--- src/rtl/div_pkg.sv ---
// Shared types and constants for the sequential restoring divider.
package div_pkg;

    localparam int DIV_WIDTH = 32;
    localparam int DIV_CNT_W = $clog2(DIV_WIDTH + 1);

    typedef enum logic [1:0] {
        IDLE = 2'd0,
        RUN  = 2'd1,
        FIX  = 2'd2
    } div_state_e;

endpackage

--- src/rtl/div_step.sv ---
// One restoring shift-subtract iteration: shift {rem,quo} left, try rem - divisor, keep it if non-negative.
module div_step
    import div_pkg::*;
#(
    parameter int WIDTH = DIV_WIDTH
) (
    input  logic [WIDTH-1:0] rem_in,
    input  logic [WIDTH-1:0] quo_in,
    input  logic [WIDTH-1:0] divisor,
    output logic [WIDTH-1:0] rem_out,
    output logic [WIDTH-1:0] quo_out
);

    logic [WIDTH:0] shifted;
    logic [WIDTH:0] trial;

    // rem_in < divisor, so the WIDTH+1 bit difference never wraps past its sign bit.
    assign shifted = {rem_in, quo_in[WIDTH-1]};
    assign trial   = shifted - {1'b0, divisor};
    assign rem_out = trial[WIDTH] ? shifted[WIDTH-1:0] : trial[WIDTH-1:0];
    assign quo_out = {quo_in[WIDTH-2:0], ~trial[WIDTH]};

endmodule

--- src/rtl/div32_seq.sv ---
// Multi-cycle restoring divider, one quotient bit per clock, start/busy/done handshake.
// Signed operation is built only when DIV32_SEQ_SIGNED_EN is defined; otherwise all ops are unsigned.
module div32_seq
    import div_pkg::*;
#(
    parameter int WIDTH = DIV_WIDTH
) (
    input  logic             clock,
    input  logic             clear_n,
    input  logic             start,
    input  logic             signed_op,
    input  logic [WIDTH-1:0] dividend,
    input  logic [WIDTH-1:0] divisor,
    output logic             busy,
    output logic             done,
    output logic [WIDTH-1:0] quotient,
    output logic [WIDTH-1:0] remainder,
    output logic             div_by_zero,
    output div_state_e       fsm_state
);

    // Handshake: start is taken on any rising edge where busy=0 (including the done cycle);
    // done pulses for one cycle and quotient/remainder/div_by_zero are valid from that cycle on.

    localparam int CNT_W = $clog2(WIDTH + 1);
    localparam logic [CNT_W-1:0] LAST_ITER = CNT_W'(WIDTH - 1);

    div_state_e       state, state_next;
    logic [CNT_W-1:0] count;
    logic [WIDTH-1:0] rem, quo, dvs;
    logic [WIDTH-1:0] rem_step, quo_step;
    logic [WIDTH-1:0] dividend_mag, divisor_mag;
    logic [WIDTH-1:0] quo_fixed, rem_fixed;
    logic             zero_div;
    logic             accept;

    assign accept = start && (state == IDLE);

`ifdef DIV32_SEQ_SIGNED_EN
    logic dividend_neg, divisor_neg, neg_q, neg_r;

    assign dividend_neg = signed_op & dividend[WIDTH-1];
    assign divisor_neg  = signed_op & divisor[WIDTH-1];
    assign dividend_mag = dividend_neg ? -dividend : dividend;
    assign divisor_mag  = divisor_neg ? -divisor : divisor;

    always_ff @(posedge clock or negedge clear_n) begin
        if (!clear_n) begin
            neg_q <= 1'b0;
            neg_r <= 1'b0;
        end else if (accept) begin
            neg_q <= dividend_neg ^ divisor_neg;
            neg_r <= dividend_neg;
        end
    end

    assign quo_fixed = neg_q ? -quo : quo;
    assign rem_fixed = neg_r ? -rem : rem;
`else
    logic signed_op_unused;

    assign signed_op_unused = signed_op;
    assign dividend_mag     = dividend;
    assign divisor_mag      = divisor;
    assign quo_fixed        = quo;
    assign rem_fixed        = rem;
`endif

    div_step #(.WIDTH(WIDTH)) u_step (
        .rem_in  (rem),
        .quo_in  (quo),
        .divisor (dvs),
        .rem_out (rem_step),
        .quo_out (quo_step)
    );

    always_ff @(posedge clock or negedge clear_n) begin
        if (!clear_n) begin
            state <= IDLE;
        end else begin
            state <= state_next;
        end
    end

    always_comb begin
        state_next = state;
        case (state)
            IDLE:    if (start) state_next = (divisor == '0) ? FIX : RUN;
            RUN:     if (count == LAST_ITER) state_next = FIX;
            FIX:     state_next = IDLE;
            default: state_next = IDLE;
        endcase
    end

    always_comb begin
        busy      = (state != IDLE);
        fsm_state = state;
    end

    // On a zero divisor quo keeps the raw dividend so it can be returned as the remainder.
    always_ff @(posedge clock or negedge clear_n) begin
        if (!clear_n) begin
            rem      <= '0;
            quo      <= '0;
            dvs      <= '0;
            count    <= '0;
            zero_div <= 1'b0;
        end else if (accept) begin
            rem      <= '0;
            quo      <= (divisor == '0) ? dividend : dividend_mag;
            dvs      <= divisor_mag;
            count    <= '0;
            zero_div <= (divisor == '0);
        end else if (state == RUN) begin
            rem   <= rem_step;
            quo   <= quo_step;
            count <= count + 1'b1;
        end
    end

    always_ff @(posedge clock or negedge clear_n) begin
        if (!clear_n) begin
            done        <= 1'b0;
            quotient    <= '0;
            remainder   <= '0;
            div_by_zero <= 1'b0;
        end else begin
            done <= (state == FIX);
            if (state == FIX) begin
                quotient    <= zero_div ? '1 : quo_fixed;
                remainder   <= zero_div ? quo : rem_fixed;
                div_by_zero <= zero_div;
            end
        end
    end

endmodule

--- config.mk ---
export PLATFORM = sky130hd
export DESIGN_NAME = div32_seq
export DESIGN_NICKNAME = d
export VERILOG_FILES = /design/src/rtl/div_pkg.sv /design/src/rtl/div_step.sv /design/src/rtl/div32_seq.sv
export SDC_FILE = /design/constraint.sdc
export NUM_CORES = 1
export LEC_CHECK = 0
export CORE_UTILIZATION = 59
export DETAILED_ROUTE_END_ITERATION = 8
export MAX_ROUTING_LAYER = met4
export PLACE_DENSITY_LB_ADDON = 0.12
export SYNTH_ARGS = -nofsm -noshare
export SYNTH_HDL_FRONTEND = slang
export SYNTH_SLANG_ARGS = --single-unit
--- constraint.sdc ---
create_clock -name clock -period 7.33 [get_ports clock]
set_input_delay 2.199 -clock clock [delete_from_list [all_inputs] [get_ports clock]]
set_output_delay 2.199 -clock clock [all_outputs]
set_load 0.02 [all_outputs]
==> summary.md <==
| Metric | Value |
|---|---|
| Synthesized area | 9080 sq um |
| Status | completed |
| Tot GR Track Use | 0.301 |
| Maximum VDD drop | 231 uV |
| H-tree depth | 4 |
| Antenna-violating nets left | 0 |
| Final Skew | 0.00669 ns |
| Max Root-Sink Buffers | 2 |
| Logic pwr share | 0.540 |
| Die width | 126 um |
| Worst Path Max Fanout | 39 |
| Largest net degree at the start of global routing | 131 |
| Placer's final routability congestion estimate | 1.01 |
| Slew HR | 0.223 |
| Worst Path Required | 5.13 ns |
| DRC Markers | 0 |
| Inserted Clock Buffers | 17 |
| Critical path class | reg2out |
| Post-DR wirelength/cell | 17.1 um |
| Setup Buffers After CTS | 0 |
| Dpl cells | 1,256 |
| # port buffers | 135 |
| Final net count | 1,193 |
| Final setup TNS | 0 ns |
| Die H | 126 um |
| Critical Path Sink Type | output pin |
| Finished Core Util | 0.753 |
| Total clock sinks | 171 |
| Leakage | 4.77 nW |
| Routed wire length | 22.0 mm |
| Flop pwr share | 0.296 |
| Vias in the first global route | 7,124 |
| CP startpoint kind | flip-flop |
| Synth unique cells | 63 |
| Root buf cell | clkbuf_16 |
| Vias | 7,705 |
| Sw frac | 0.438 |
| Final Cell Area | 11,100 sq um |
| I/O pin cnt | 137 |
| Antenna Cells | 0 |
| Commonest non-fill, non-tap cell in the layout | nand2_1 |
| # resized after CTS | 0 |
| Final Max Tran Viols | 0 |
| Post-synth EDFFs | 0 |
| Period utilization | 0.564 |
| First-pass GRT wire length | 36.5 mm |
| Internal Power | 3.22 mW |
| Seq/Total Area, Yosys | 0.471 |
| Avg Inst Size Synth | 9.15 sq um |
| Mapped Cells | 992 |
| Min Hold Slack | 0.476 ns |
| Area grow syn2layout | 22.5% |
| Detailed Place HPWL | 15.1 mm |
| Clk pwr share | 0.164 |
| Clk Latency, worst-skew pair | 0.44 ns |
| Worst Hold Class | reg2reg |
| RSZ-0062 raised after global routing | no |
| Core Footprint | 14,800 sq um |
| Ys Warns | 0 |
| FP Rows | 44 |
| Fin cells | 1,287 |
| Share of post-route cells with drive strength above 1 | 0.0607 |
| CP arrival | 1.94 ns |
| Clock transition at path regs | 0.07 ns |
| Full die area | 15,900 sq um |
| Dpl cell area | 10,500 sq um |
| Most frequent cells in the layout | nand2_1, dfrtp_1, o21ai_0 |
| #FFs+latches synth | 171 |
| Max Clk Rate | 0.242 GHz |
| Pwr Density | 516 nW/um^2 |
| Worst slew pin tran | 1.17 ns |
| Routed vias/inst | 5.99 |
| Syn nets | 1,094 |
| Post-layout min period | 4.14 ns |
| Remaining Overflow, GRT | 0 |
| Hold Vio Cnt, Final | 0 |
| Asr flop ratio synth | 1.00 |
| Synth Flop Type | dfrtp_1 |
| Antenna violations before repair | 0 |
| Router iterations before antenna repair | 6 |
| Final setup vio count | 0 |
| Initial DRC Count | 772 |
| Sw power | 2.51 mW |
| CTS tree | yes |
| Max Cap Violations | 0 |
| Post-CTS Hold Buffers | 0 |
| Initial Util | 0.615 |
[through the flow]
step,total power [mW],setup WS [ns]
4_1_cts,5.72,3.20
6_report,5.73,3.19
5_1_grt,6.15,3.16
2_1_floorplan,3.83,4.13
3_3_place_gp,4.68,3.17
3_5_place_dp,4.76,3.13
[synthesized netlist by cell type, types with 4 or more instances]
library cell  count  area [sq um]
nor4_1            8          50.1
o21a_1            9          67.6
o311ai_0         11          96.3
nor2_1           52           195
buf_1             4          15.0
nand2b_1          9          56.3
o21ai_1          13          65.1
xor2_1           11          96.3
dfrtp_1         171          4280
nand3_1          19          95.1
o21ai_0         148           741
a21o_1           15           113
inv_1            41           154
nor3_1            4          20.0
o31ai_1           4          30.0
clkbuf_1         54           203
nand2_1         175           657
mux2i_1          45           450
o211ai_1          7          52.6
a21oi_1          31           155
a22oi_1          32           240
ha_1             33           413
nand4_1           9          56.3
or2_2             5          31.3
xnor2_1          16           140
a32oi_1           6          52.6
[state kept, by name (all words and copies together), names as in the netlist]
register and flops:
rem 32, quotient 32, done 1, div_by_zero 1
remainder 32, zero_div 1, fsm_state 2, dvs 32
count 6, quo 32
[layer usage]
layer,vias to the layer above,global-route usage,part of all wire
met5,-,-,0
met4,0,0.0850,0.013
met3,26,0.0523,0.067
met2,277,0.440,0.45
met1,3692,0.431,0.47
li1,3710,-,-
[worst max-delay path, stage by stage, from the launching register on]
cell	delay (ns)
dfrtp_1	0.36
buf_4	0.40
clkdlybuf4s50_1	0.70
[final timing paths]
| kind | start | to | slack (ns) | cells past startpoint |
|---|---|---|---|---|
| hold reg to reg | div_by_zero | div_by_zero | 0.48 | 2 |
| max in group asynchronous | clear_n | zero_div | 4.35 | 2 |
| min in group asynchronous | clear_n | quotient[29] | 1.66 | 1 |
| setup / recovery | fsm_state[0] | fsm_state[0] | 3.19 | 2 |
| hold / removal | div_by_zero | div_by_zero | 0.48 | 2 |
| setup reg to reg | quo[31] | rem[10] | 3.48 | 13 |
[cells by family after synthesis]
| kind of cell | after synthesis | synth area share |
|---|---|---|
| flip-flops | 171 | 0.471 |
| adder cells (fa/ha/maj) | 34 | 0.0477 |
| XOR/XNOR | 29 | 0.0309 |
| multiplexers | 48 | 0.0533 |
| AND/OR/NAND/NOR | 297 | 0.140 |
| buffers and inverters | 106 | 0.0455 |
| AO/OA/AOI/OAI | 307 | 0.211 |
[cell type report]
class	instances	area (sq um)
flip-flops and latches	171	4280
inverters	41	154
fillers	1111	3640
repair buffers	145	1430
clock inverters	14	184
well taps	184	230
clock buffers	17	425
multi-input cells	715	4420
[power groups by stage]
stage	sequential, mW	clock (mW)	combinational (mW)
3_5_place_dp	1.70	0	3.06
3_3_place_gp	1.68	0	2.99
2_1_floorplan	1.81	0	2.02
5_1_grt	1.74	0.982	3.43
6_report	1.70	0.937	3.10
4_1_cts	1.69	0.942	3.09
(Power assumes the default switching activity.)
